**config.mk**
```make
export PLATFORM = sky130hd
export DESIGN_NAME = sddr_init_refresh_seq_flat
export DESIGN_NICKNAME = d
export VERILOG_FILES = /design/src/rtl/sddr_init_refresh_seq_if.sv /design/src/rtl/sddr_init_refresh_seq.sv /design/src/flat_wrapper.sv
export SDC_FILE = /design/constraint.sdc
export NUM_CORES = 1
export LEC_CHECK = 0
export ABC_AREA = 1
export BUFFER_PORTS_ARGS = -buffer_cell sky130_fd_sc_hd__buf_4
export CAP_MARGIN = 30
export CORE_ASPECT_RATIO = 0.8
export CORE_MARGIN = 2
export CORE_UTILIZATION = 41
export CTS_CLUSTER_SIZE = 20
export DETAILED_ROUTE_END_ITERATION = 7
export GPL_TIMING_DRIVEN = 1
export PLACE_DENSITY = 0.72
export SLEW_MARGIN = 5
export SYNTH_ARGS = -nofsm -noshare
export SYNTH_HDL_FRONTEND = slang
export SYNTH_SLANG_ARGS = --single-unit
export TNS_END_PERCENT = 100
```
**constraint.sdc**
```tcl
create_clock -name in_ddr_clock_i -period 1.52 [get_ports in_ddr_clock_i]
set_input_delay 0.152 -clock in_ddr_clock_i [delete_from_list [all_inputs] [get_ports in_ddr_clock_i]]
set_output_delay 0.152 -clock in_ddr_clock_i [all_outputs]
set_load 0.005 [all_outputs]
```
**src/rtl/sddr_init_refresh_seq_if.sv**
```systemverilog
// User command channel between the access controller and the DDR3 init/refresh sequencer.
//   usr_cmd_valid_i  controller -> sequencer  command valid
//   usr_cmd_ready_o  sequencer  -> controller command accepted when valid & ready
//   usr_cmd_i        controller -> sequencer  {ras_n, cas_n, we_n}
//   usr_addr_i       controller -> sequencer  command address
//   usr_ba_i         controller -> sequencer  command bank
interface sddr_init_refresh_seq_if #(
    parameter int unsigned ADDR_BITS = 14,
    parameter int unsigned BANK_BITS = 3
) ();
    logic                 usr_cmd_valid_i;
    logic                 usr_cmd_ready_o;
    logic [2:0]           usr_cmd_i;
    logic [ADDR_BITS-1:0] usr_addr_i;
    logic [BANK_BITS-1:0] usr_ba_i;

    // Access controller side
    modport master (
        output usr_cmd_valid_i,
        output usr_cmd_i,
        output usr_addr_i,
        output usr_ba_i,
        input  usr_cmd_ready_o
    );

    // Sequencer side
    modport slave (
        input  usr_cmd_valid_i,
        input  usr_cmd_i,
        input  usr_addr_i,
        input  usr_ba_i,
        output usr_cmd_ready_o
    );
endinterface

```
**src/rtl/sddr_init_refresh_seq.sv**
```systemverilog
// DDR3 command sequencer: runs the power-up / MRS / ZQCL init sequence, then arbitrates the
// PHY command bus between periodic PREA+REF refresh and the user command stream.
// Ports:
//   in_ddr_clock_i   controller clock
//   in_reset_n_i     async active-low reset
//   usr              user command channel (slave modport; ready is combinational)
//   init_done_o      init complete, sticky until reset
//   ddr_reset_n_o    DDR3 device reset to PHY
//   ctl_cke_o, ctl_cs_n_o, ctl_ras_n_o, ctl_cas_n_o, ctl_we_n_o, ctl_odt_o,
//   ctl_addr_o, ctl_ba_o   registered PHY command outputs
module sddr_init_refresh_seq #(
    parameter int unsigned BANK_BITS    = 3,
    parameter int unsigned ROW_BITS     = 13,
    parameter int unsigned DATA_BITS    = 16,
    parameter int unsigned T_RESET_CYC  = 40000,
    parameter int unsigned T_CKE_CYC    = 100000,
    parameter int unsigned T_XPR_CYC    = 72,
    parameter int unsigned T_MRD_CYC    = 4,
    parameter int unsigned T_MOD_CYC    = 12,
    parameter int unsigned T_ZQINIT_CYC = 512,
    parameter int unsigned T_RP_CYC     = 6,
    parameter int unsigned T_RFC_CYC    = 64,
    parameter int unsigned T_REFI_CYC   = 1560,
    parameter int unsigned T_GUARD_CYC  = 16,
    parameter logic [ROW_BITS+$clog2(DATA_BITS/8)-1:0] MR0 = '0,
    parameter logic [ROW_BITS+$clog2(DATA_BITS/8)-1:0] MR1 = '0,
    parameter logic [ROW_BITS+$clog2(DATA_BITS/8)-1:0] MR2 = '0,
    parameter logic [ROW_BITS+$clog2(DATA_BITS/8)-1:0] MR3 = '0
) (
    input  logic                 in_ddr_clock_i,
    input  logic                 in_reset_n_i,
    sddr_init_refresh_seq_if.slave usr,
    output logic                 init_done_o,
    output logic                 ddr_reset_n_o,
    output logic                 ctl_cke_o,
    output logic                 ctl_cs_n_o,
    output logic                 ctl_ras_n_o,
    output logic                 ctl_cas_n_o,
    output logic                 ctl_we_n_o,
    output logic                 ctl_odt_o,
    output logic [ROW_BITS+$clog2(DATA_BITS/8)-1:0] ctl_addr_o,
    output logic [BANK_BITS-1:0] ctl_ba_o
);

    function automatic int unsigned umax(input int unsigned a, input int unsigned b);
        return (a > b) ? a : b;
    endfunction

    localparam int unsigned ADDR_BITS = ROW_BITS + $clog2(DATA_BITS / 8);

    // One shared sequencing counter, sized for the longest init/refresh wait
    localparam int unsigned T_MAX = umax(umax(umax(T_RESET_CYC, T_CKE_CYC), umax(T_XPR_CYC, T_MRD_CYC)),
                                         umax(umax(T_MOD_CYC, T_ZQINIT_CYC), umax(T_RP_CYC, T_RFC_CYC)));
    localparam int unsigned CNT_W   = (T_MAX > 1) ? $clog2(T_MAX) : 1;
    localparam int unsigned REFI_W  = (T_REFI_CYC > 1) ? $clog2(T_REFI_CYC) : 1;
    localparam int unsigned GUARD_W = (T_GUARD_CYC > 1) ? $clog2(T_GUARD_CYC) : 1;

    localparam logic [GUARD_W-1:0]   GUARD_MAX = GUARD_W'(T_GUARD_CYC - 1);
    localparam logic [REFI_W-1:0]    REFI_LAST = REFI_W'(T_REFI_CYC - 1);
    localparam logic [ADDR_BITS-1:0] ADDR_A10  = ADDR_BITS'(1024);

    // {ras_n, cas_n, we_n}
    localparam logic [2:0] CMD_MRS  = 3'b000;
    localparam logic [2:0] CMD_REF  = 3'b001;
    localparam logic [2:0] CMD_PREA = 3'b010;
    localparam logic [2:0] CMD_ZQCL = 3'b110;
    localparam logic [2:0] CMD_NOP  = 3'b111;

    // ST_MRSn means "MRn was just issued, waiting before the next command"
    typedef enum logic [3:0] {
        ST_RST_HOLD,
        ST_CKE_WAIT,
        ST_XPR,
        ST_MRS2,
        ST_MRS3,
        ST_MRS1,
        ST_MRS0,
        ST_ZQ_WAIT,
        ST_IDLE,
        ST_WAIT_RP,
        ST_WAIT_RFC
    } state_t;

    state_t               state;
    logic [CNT_W-1:0]     cnt;
    logic [REFI_W-1:0]    refi_cnt;
    logic [GUARD_W-1:0]   guard_cnt;
    logic                 pending;
    logic                 usr_accept;
    logic                 guard_ok;

    function automatic logic cnt_done(input logic [CNT_W-1:0] c, input int unsigned t);
        return c == CNT_W'(t - 1);
    endfunction

    // Refresh pre-empts new user commands as soon as it is pending
    assign usr.usr_cmd_ready_o = (state == ST_IDLE) && !pending;
    assign usr_accept          = usr.usr_cmd_valid_i && usr.usr_cmd_ready_o;
    assign guard_ok            = (guard_cnt == GUARD_MAX);

    // Sequencer FSM, timers and registered PHY command outputs
    always_ff @(posedge in_ddr_clock_i or negedge in_reset_n_i) begin
        if (!in_reset_n_i) begin
            state         <= ST_RST_HOLD;
            cnt           <= '0;
            refi_cnt      <= '0;
            guard_cnt     <= '0;
            pending       <= 1'b0;
            init_done_o   <= 1'b0;
            ddr_reset_n_o <= 1'b0;
            ctl_cke_o     <= 1'b0;
            ctl_cs_n_o    <= 1'b1;
            ctl_ras_n_o   <= 1'b1;
            ctl_cas_n_o   <= 1'b1;
            ctl_we_n_o    <= 1'b1;
            ctl_odt_o     <= 1'b0;
            ctl_addr_o    <= '0;
            ctl_ba_o      <= '0;
        end else begin
            // Default NOP; chip select stays deasserted until CKE is high
            ctl_cs_n_o <= !ctl_cke_o;
            {ctl_ras_n_o, ctl_cas_n_o, ctl_we_n_o} <= CMD_NOP;
            ctl_addr_o <= '0;
            ctl_ba_o   <= '0;
            ctl_odt_o  <= 1'b0;
            cnt        <= cnt + CNT_W'(1);

            // Cycles since the last accepted user command, saturating
            if (usr_accept) begin
                guard_cnt <= '0;
            end else if (!guard_ok) begin
                guard_cnt <= guard_cnt + GUARD_W'(1);
            end

            unique case (state)
                ST_RST_HOLD: begin
                    if (cnt_done(cnt, T_RESET_CYC)) begin
                        state         <= ST_CKE_WAIT;
                        cnt           <= '0;
                        ddr_reset_n_o <= 1'b1;
                    end
                end
                ST_CKE_WAIT: begin
                    if (cnt_done(cnt, T_CKE_CYC)) begin
                        state      <= ST_XPR;
                        cnt        <= '0;
                        ctl_cke_o  <= 1'b1;
                        ctl_cs_n_o <= 1'b0;
                    end
                end
                ST_XPR: begin
                    if (cnt_done(cnt, T_XPR_CYC)) begin
                        state      <= ST_MRS2;
                        cnt        <= '0;
                        ctl_cs_n_o <= 1'b0;
                        {ctl_ras_n_o, ctl_cas_n_o, ctl_we_n_o} <= CMD_MRS;
                        ctl_ba_o   <= BANK_BITS'(2);
                        ctl_addr_o <= MR2;
                    end
                end
                ST_MRS2: begin
                    if (cnt_done(cnt, T_MRD_CYC)) begin
                        state      <= ST_MRS3;
                        cnt        <= '0;
                        ctl_cs_n_o <= 1'b0;
                        {ctl_ras_n_o, ctl_cas_n_o, ctl_we_n_o} <= CMD_MRS;
                        ctl_ba_o   <= BANK_BITS'(3);
                        ctl_addr_o <= MR3;
                    end
                end
                ST_MRS3: begin
                    if (cnt_done(cnt, T_MRD_CYC)) begin
                        state      <= ST_MRS1;
                        cnt        <= '0;
                        ctl_cs_n_o <= 1'b0;
                        {ctl_ras_n_o, ctl_cas_n_o, ctl_we_n_o} <= CMD_MRS;
                        ctl_ba_o   <= BANK_BITS'(1);
                        ctl_addr_o <= MR1;
                    end
                end
                ST_MRS1: begin
                    if (cnt_done(cnt, T_MRD_CYC)) begin
                        state      <= ST_MRS0;
                        cnt        <= '0;
                        ctl_cs_n_o <= 1'b0;
                        {ctl_ras_n_o, ctl_cas_n_o, ctl_we_n_o} <= CMD_MRS;
                        ctl_ba_o   <= BANK_BITS'(0);
                        ctl_addr_o <= MR0;
                    end
                end
                ST_MRS0: begin
                    if (cnt_done(cnt, T_MOD_CYC)) begin
                        state      <= ST_ZQ_WAIT;
                        cnt        <= '0;
                        ctl_cs_n_o <= 1'b0;
                        {ctl_ras_n_o, ctl_cas_n_o, ctl_we_n_o} <= CMD_ZQCL;
                        ctl_addr_o <= ADDR_A10;
                    end
                end
                ST_ZQ_WAIT: begin
                    if (cnt_done(cnt, T_ZQINIT_CYC)) begin
                        state       <= ST_IDLE;
                        cnt         <= '0;
                        init_done_o <= 1'b1;
                    end
                end
                ST_IDLE: begin
                    cnt <= '0;
                    if (pending && guard_ok) begin
                        state      <= ST_WAIT_RP;
                        ctl_cs_n_o <= 1'b0;
                        {ctl_ras_n_o, ctl_cas_n_o, ctl_we_n_o} <= CMD_PREA;
                        ctl_addr_o <= ADDR_A10;
                    end else if (usr_accept) begin
                        ctl_cs_n_o <= 1'b0;
                        {ctl_ras_n_o, ctl_cas_n_o, ctl_we_n_o} <= usr.usr_cmd_i;
                        ctl_addr_o <= usr.usr_addr_i;
                        ctl_ba_o   <= usr.usr_ba_i;
                    end
                end
                ST_WAIT_RP: begin
                    if (cnt_done(cnt, T_RP_CYC)) begin
                        state      <= ST_WAIT_RFC;
                        cnt        <= '0;
                        pending    <= 1'b0;
                        ctl_cs_n_o <= 1'b0;
                        {ctl_ras_n_o, ctl_cas_n_o, ctl_we_n_o} <= CMD_REF;
                    end
                end
                ST_WAIT_RFC: begin
                    if (cnt_done(cnt, T_RFC_CYC)) begin
                        state <= ST_IDLE;
                        cnt   <= '0;
                    end
                end
                default: begin
                    state <= ST_RST_HOLD;
                    cnt   <= '0;
                end
            endcase

            // Refresh interval timer: held at 0 until init completes, then free-runs.
            // Placed after the FSM so a wrap wins over the clear on REF issue.
            if (!init_done_o) begin
                refi_cnt <= '0;
            end else if (refi_cnt == REFI_LAST) begin
                refi_cnt <= '0;
                pending  <= 1'b1;
            end else begin
                refi_cnt <= refi_cnt + REFI_W'(1);
            end
        end
    end

endmodule

```
**src/flat_wrapper.sv**
```systemverilog
// flat-port wrapper written by rule: the top's interface ports become plain ports
module sddr_init_refresh_seq_flat 
#(
    parameter int unsigned BANK_BITS    = 3,
    parameter int unsigned ROW_BITS     = 13,
    parameter int unsigned DATA_BITS    = 16,
    parameter int unsigned T_RESET_CYC  = 40000,
    parameter int unsigned T_CKE_CYC    = 100000,
    parameter int unsigned T_XPR_CYC    = 72,
    parameter int unsigned T_MRD_CYC    = 4,
    parameter int unsigned T_MOD_CYC    = 12,
    parameter int unsigned T_ZQINIT_CYC = 512,
    parameter int unsigned T_RP_CYC     = 6,
    parameter int unsigned T_RFC_CYC    = 64,
    parameter int unsigned T_REFI_CYC   = 1560,
    parameter int unsigned T_GUARD_CYC  = 16,
    parameter logic [ROW_BITS+$clog2(DATA_BITS/8)-1:0] MR0 = '0,
    parameter logic [ROW_BITS+$clog2(DATA_BITS/8)-1:0] MR1 = '0,
    parameter logic [ROW_BITS+$clog2(DATA_BITS/8)-1:0] MR2 = '0,
    parameter logic [ROW_BITS+$clog2(DATA_BITS/8)-1:0] MR3 = '0
)
  (in_ddr_clock_i, in_reset_n_i, init_done_o, ddr_reset_n_o, ctl_cke_o, ctl_cs_n_o, ctl_ras_n_o, ctl_cas_n_o, ctl_we_n_o, ctl_odt_o, ctl_addr_o, ctl_ba_o, usr_usr_cmd_valid_i, usr_usr_cmd_i, usr_usr_addr_i, usr_usr_ba_i, usr_usr_cmd_ready_o);
  sddr_init_refresh_seq_if #(.ADDR_BITS(14), .BANK_BITS(BANK_BITS)) usr_i ();
  input  logic in_ddr_clock_i;
  input  logic in_reset_n_i;
  output logic init_done_o;
  output logic ddr_reset_n_o;
  output logic ctl_cke_o;
  output logic ctl_cs_n_o;
  output logic ctl_ras_n_o;
  output logic ctl_cas_n_o;
  output logic ctl_we_n_o;
  output logic ctl_odt_o;
  output logic [ROW_BITS+$clog2(DATA_BITS/8)-1:0] ctl_addr_o;
  output logic [BANK_BITS-1:0] ctl_ba_o;
  input wire logic [$bits(usr_i.usr_cmd_valid_i)-1:0] usr_usr_cmd_valid_i;
  input wire logic [$bits(usr_i.usr_cmd_i)-1:0] usr_usr_cmd_i;
  input wire logic [$bits(usr_i.usr_addr_i)-1:0] usr_usr_addr_i;
  input wire logic [$bits(usr_i.usr_ba_i)-1:0] usr_usr_ba_i;
  output wire logic [$bits(usr_i.usr_cmd_ready_o)-1:0] usr_usr_cmd_ready_o;
  assign usr_i.usr_cmd_valid_i = usr_usr_cmd_valid_i;
  assign usr_i.usr_cmd_i = usr_usr_cmd_i;
  assign usr_i.usr_addr_i = usr_usr_addr_i;
  assign usr_i.usr_ba_i = usr_usr_ba_i;
  assign usr_usr_cmd_ready_o = usr_i.usr_cmd_ready_o;
  sddr_init_refresh_seq #(.BANK_BITS(BANK_BITS), .ROW_BITS(ROW_BITS), .DATA_BITS(DATA_BITS), .T_RESET_CYC(T_RESET_CYC), .T_CKE_CYC(T_CKE_CYC), .T_XPR_CYC(T_XPR_CYC), .T_MRD_CYC(T_MRD_CYC), .T_MOD_CYC(T_MOD_CYC), .T_ZQINIT_CYC(T_ZQINIT_CYC), .T_RP_CYC(T_RP_CYC), .T_RFC_CYC(T_RFC_CYC), .T_REFI_CYC(T_REFI_CYC), .T_GUARD_CYC(T_GUARD_CYC), .MR0(MR0), .MR1(MR1), .MR2(MR2), .MR3(MR3)) u_core (.in_ddr_clock_i(in_ddr_clock_i), .in_reset_n_i(in_reset_n_i), .usr(usr_i), .init_done_o(init_done_o), .ddr_reset_n_o(ddr_reset_n_o), .ctl_cke_o(ctl_cke_o), .ctl_cs_n_o(ctl_cs_n_o), .ctl_ras_n_o(ctl_ras_n_o), .ctl_cas_n_o(ctl_cas_n_o), .ctl_we_n_o(ctl_we_n_o), .ctl_odt_o(ctl_odt_o), .ctl_addr_o(ctl_addr_o), .ctl_ba_o(ctl_ba_o));
endmodule
```
==> metrics <==
Worst R2R Setup Slack -0.32 ns; YS warnings 0; layout cells sized above 1 between 40% and 50%; clk slew on worst S/H paths about 0.070 ns; post-route insts no fill roughly 680; vias in the first global route between 3000 and 4000; Root Buffer Master clkbuf_8; Ports 49; grt total ovfl 0; hold slack final approximately 0.017 ns; largest net degree at the start of global routing 26; CP Cell Sequence nor2_1 -> buf_4 -> nand3_1 -> nor2_1 -> nand2_1 -> nand2_2 -> nand3_2 -> nor2_4 -> buf_12 -> nand2_4 -> nand2_1 -> nand2_1; fmax between 500 and 600 MHz; clk buf depth 2; Final Cell Area 5260 um^2; Synth Net Count about 430; post-detailed-routing wire length approximately 11000 um; DPL Wire Length 5980 um; Post-Place Cells 630; Unique masters post-synth 35; GRT Util Overall a little under a quarter; global-route wire length before repair ~15000 um; HP Class input pin to flop; total number of vias about 3500; Startpoint Class flop; DRT antenna net count 0; global placement routability congestion between 0.9 and 1; Max Slew Vio Count 0; Mean Syn Cell Area just under 8 um^2; failing checks setup timing; Worst path max stage delay ~0.38 ns; Slowest-stage cell, CP dfrtp_1; PortBufs 47; Peak VDD IR between 0.5 and 0.6 mV; crit-path max FO 10; final worst slack -0.315 ns; total CTS buffers 9; CTS tree built; vias per cell about 5.2; drt wl/cell 15.6 um; FF+latch count, synth ~60; n_diodes 0; status finished with violations; Power Density roughly 730 nW/um^2; CP Class flop to flop; FP Rows 28; DRC 0; die span in x 103 um; initial DRC count 319; core area between 7000 and 8000 um^2; number of flops mapped to enable cells by yosys 0; Final Hold Viols 0; cell count after synthesis about 410; Nets 593; Tcrit/Tclk final 121%; full die area around 8500 um^2; Period minus WS final 1.84 ns; Layout area overhead 64.7%; initial antenna violation count 0; Initial Util between 40% and 50%; critical path endpoint category flop; CTS H-tree lvls 3; setup violators final 45; Die H ~83 um; Critical Path RT 1.76 ns; Seq/Total Area, Yosys a little under half; Post-synth top flop dfrtp_1; Critical Path AT between 2 and 2.5 ns; dpl cell area between 4000 and 5000 um^2; Initial DRT Pass Iterations 5; unrepaired setup endpoints after global routing true; Synth Cell Area between 3000 and 4000 um^2; Clock Latency Late Sink around 0.36 ns; Pleak about 2.6 nW; clock tree sinks 61; most used cell, CP nand2_1; Max-Cap Viols 0; Final Skew around 0.016 ns; Post-synth ARST share 100%; Pwr Total ~3.8 mW
cell families after synthesis:
group,after synthesis,synth area share [%]
AO/OA/AOI/OAI,45,7.95
XOR/XNOR,15,4.11
adder cells (fa/ha/maj),4,1.57
buffers and inverters,75,9.51
flip-flops,61,47.9
multiplexers,1,0.352
other,1,0.117
AND/OR/NAND/NOR,205,28.5
metrics by stage:
stage          TNS [ns]  setup slack (ns)  utilization [%]
5_1_grt          -13.51            -0.398             70.5
3_5_place_dp      -6.00            -0.319             57.1
3_3_place_gp      -3.38            -0.192             57.1
4_1_cts           -5.54            -0.226             65.3
6_report          -8.11            -0.315             70.5
2_1_floorplan     -1.38            -0.106                -
where the power goes:
group          total, mW  switching [mW]  internal (mW)  leakage (nW)
registers           1.71          0.0342           1.68         0.811
clock network       1.64           0.681          0.960         0.113
logic              0.485           0.249          0.236          1.71
cell usage in the layout, fill, tap and decap left out, types with 2 or more instances in the layout:
cell type	count
nor3_1	10
nand3_2	5
xor2_1	15
ha_4	2
buf_6	12
o21ai_1	6
buf_12	6
o21bai_1	2
inv_1	62
nand2_2	15
o21ai_0	6
a21oi_2	6
dfrtp_1	55
nor2_4	20
buf_4	132
buf_8	2
nand2_4	9
a21oi_1	14
clkinv_2	3
nor2_1	39
nor3_2	2
nand2_1	55
bufinv_16	2
nand4_1	7
nand3_1	17
dfrtp_2	2
clkbuf_8	10
dfstp_2	4
inv_2	5
nor2_2	20
per-layer routing:
| metal | global-route usage [%] | routed length [um] | share of wire [%] |
|---|---|---|---|
| met2 | 34.1 | 4930 | 47 |
| met5 | 0 | 0 | 0 |
| met4 | 8.24 | 476 | 4.5 |
| met1 | 30.9 | 4290 | 41 |
| met3 | 6.99 | 836 | 7.9 |
sequential cells by signal, indices dropped and copies added, names as in the netlist:
signal	flops
u_core.ctl_we_n_o	1
u_core.ctl_cs_n_o	1
u_core.state	4
u_core.ddr_reset_n_o	1
u_core.cnt	17
u_core.init_done_o	1
u_core.refi_cnt	11
u_core.pending	1
u_core.ctl_addr_o	14
u_core.ctl_cas_n_o	1
u_core.guard_cnt	4
u_core.ctl_ba_o	3
u_core.ctl_cke_o	1
u_core.ctl_ras_n_o	1
critical path, delay by kind of cell, from the launching register on:
kind,cells,cell delay (ns)
simple gates,10,1.01
buf+inv,2,0.32
flops,1,0.38
timing repair:
| item | CTS | global route |
|---|---|---|
| gates cloned | 3 | 1 |
| pin swaps | 10 | 20 |
| resized for setup | 52 | 96 |
| hold buffers | 1 | 0 |
| setup endpoints to repair | 39 | 52 |
| endpoints found under the hold margin | 19 | 0 |
| setup buffers | 17 | 14 |
path summary, 6_finish.rpt:
kind	start	cells after the start	to
hold reg to reg	u_core.ctl_cke_o$_DFFE_PN0P_	1	u_core.ctl_cs_n_o$_DFF_PN1_
setup / recovery	u_core.cnt[7]$_DFF_PN0_	12	u_core.state[0]$_DFFE_PN0P_
hold / removal	usr_usr_cmd_i[0]	3	u_core.ctl_we_n_o$_DFF_PN1_
setup reg to reg	u_core.cnt[7]$_DFF_PN0_	12	u_core.state[0]$_DFFE_PN0P_
max in group asynchronous	in_reset_n_i	3	u_core.refi_cnt[6]$_DFF_PN0_
min in group asynchronous	in_reset_n_i	2	u_core.cnt[9]$_DFF_PN0_
synth_stat cells (2+ instances only):
| cell | number | area [um^2] |
|---|---|---|
| nand3_1 | 22 | 110 |
| buf_2 | 3 | 15.0 |
| o21bai_1 | 2 | 15.0 |
| o311ai_0 | 2 | 17.5 |
| xor2_1 | 15 | 131 |
| inv_1 | 68 | 255 |
| nor3_1 | 12 | 60.1 |
| nand2_1 | 75 | 282 |
| nor2_4 | 3 | 33.8 |
| o31ai_1 | 2 | 15.0 |
| buf_6 | 2 | 22.5 |
| nor2_2 | 4 | 25.0 |
| o21ai_0 | 13 | 65.1 |
| dfrtp_1 | 57 | 1430 |
| nor2_1 | 72 | 270 |
| dfstp_2 | 4 | 105 |
| nand2_2 | 3 | 18.8 |
| a21oi_1 | 21 | 105 |
| nor4_1 | 2 | 12.5 |
| ha_1 | 4 | 50.1 |
| nand4_1 | 7 | 43.8 |
final cells by class:
cell class,instances,area [um^2]
clock inverter,5,75.1
sequential,61,1530
multi-input combinational,271,1800
timing repair buffer,154,1310
tap,105,131
clock buffer,11,141
inverter,69,267
fill,486,2200
Power figures use the tool's default switching activity.
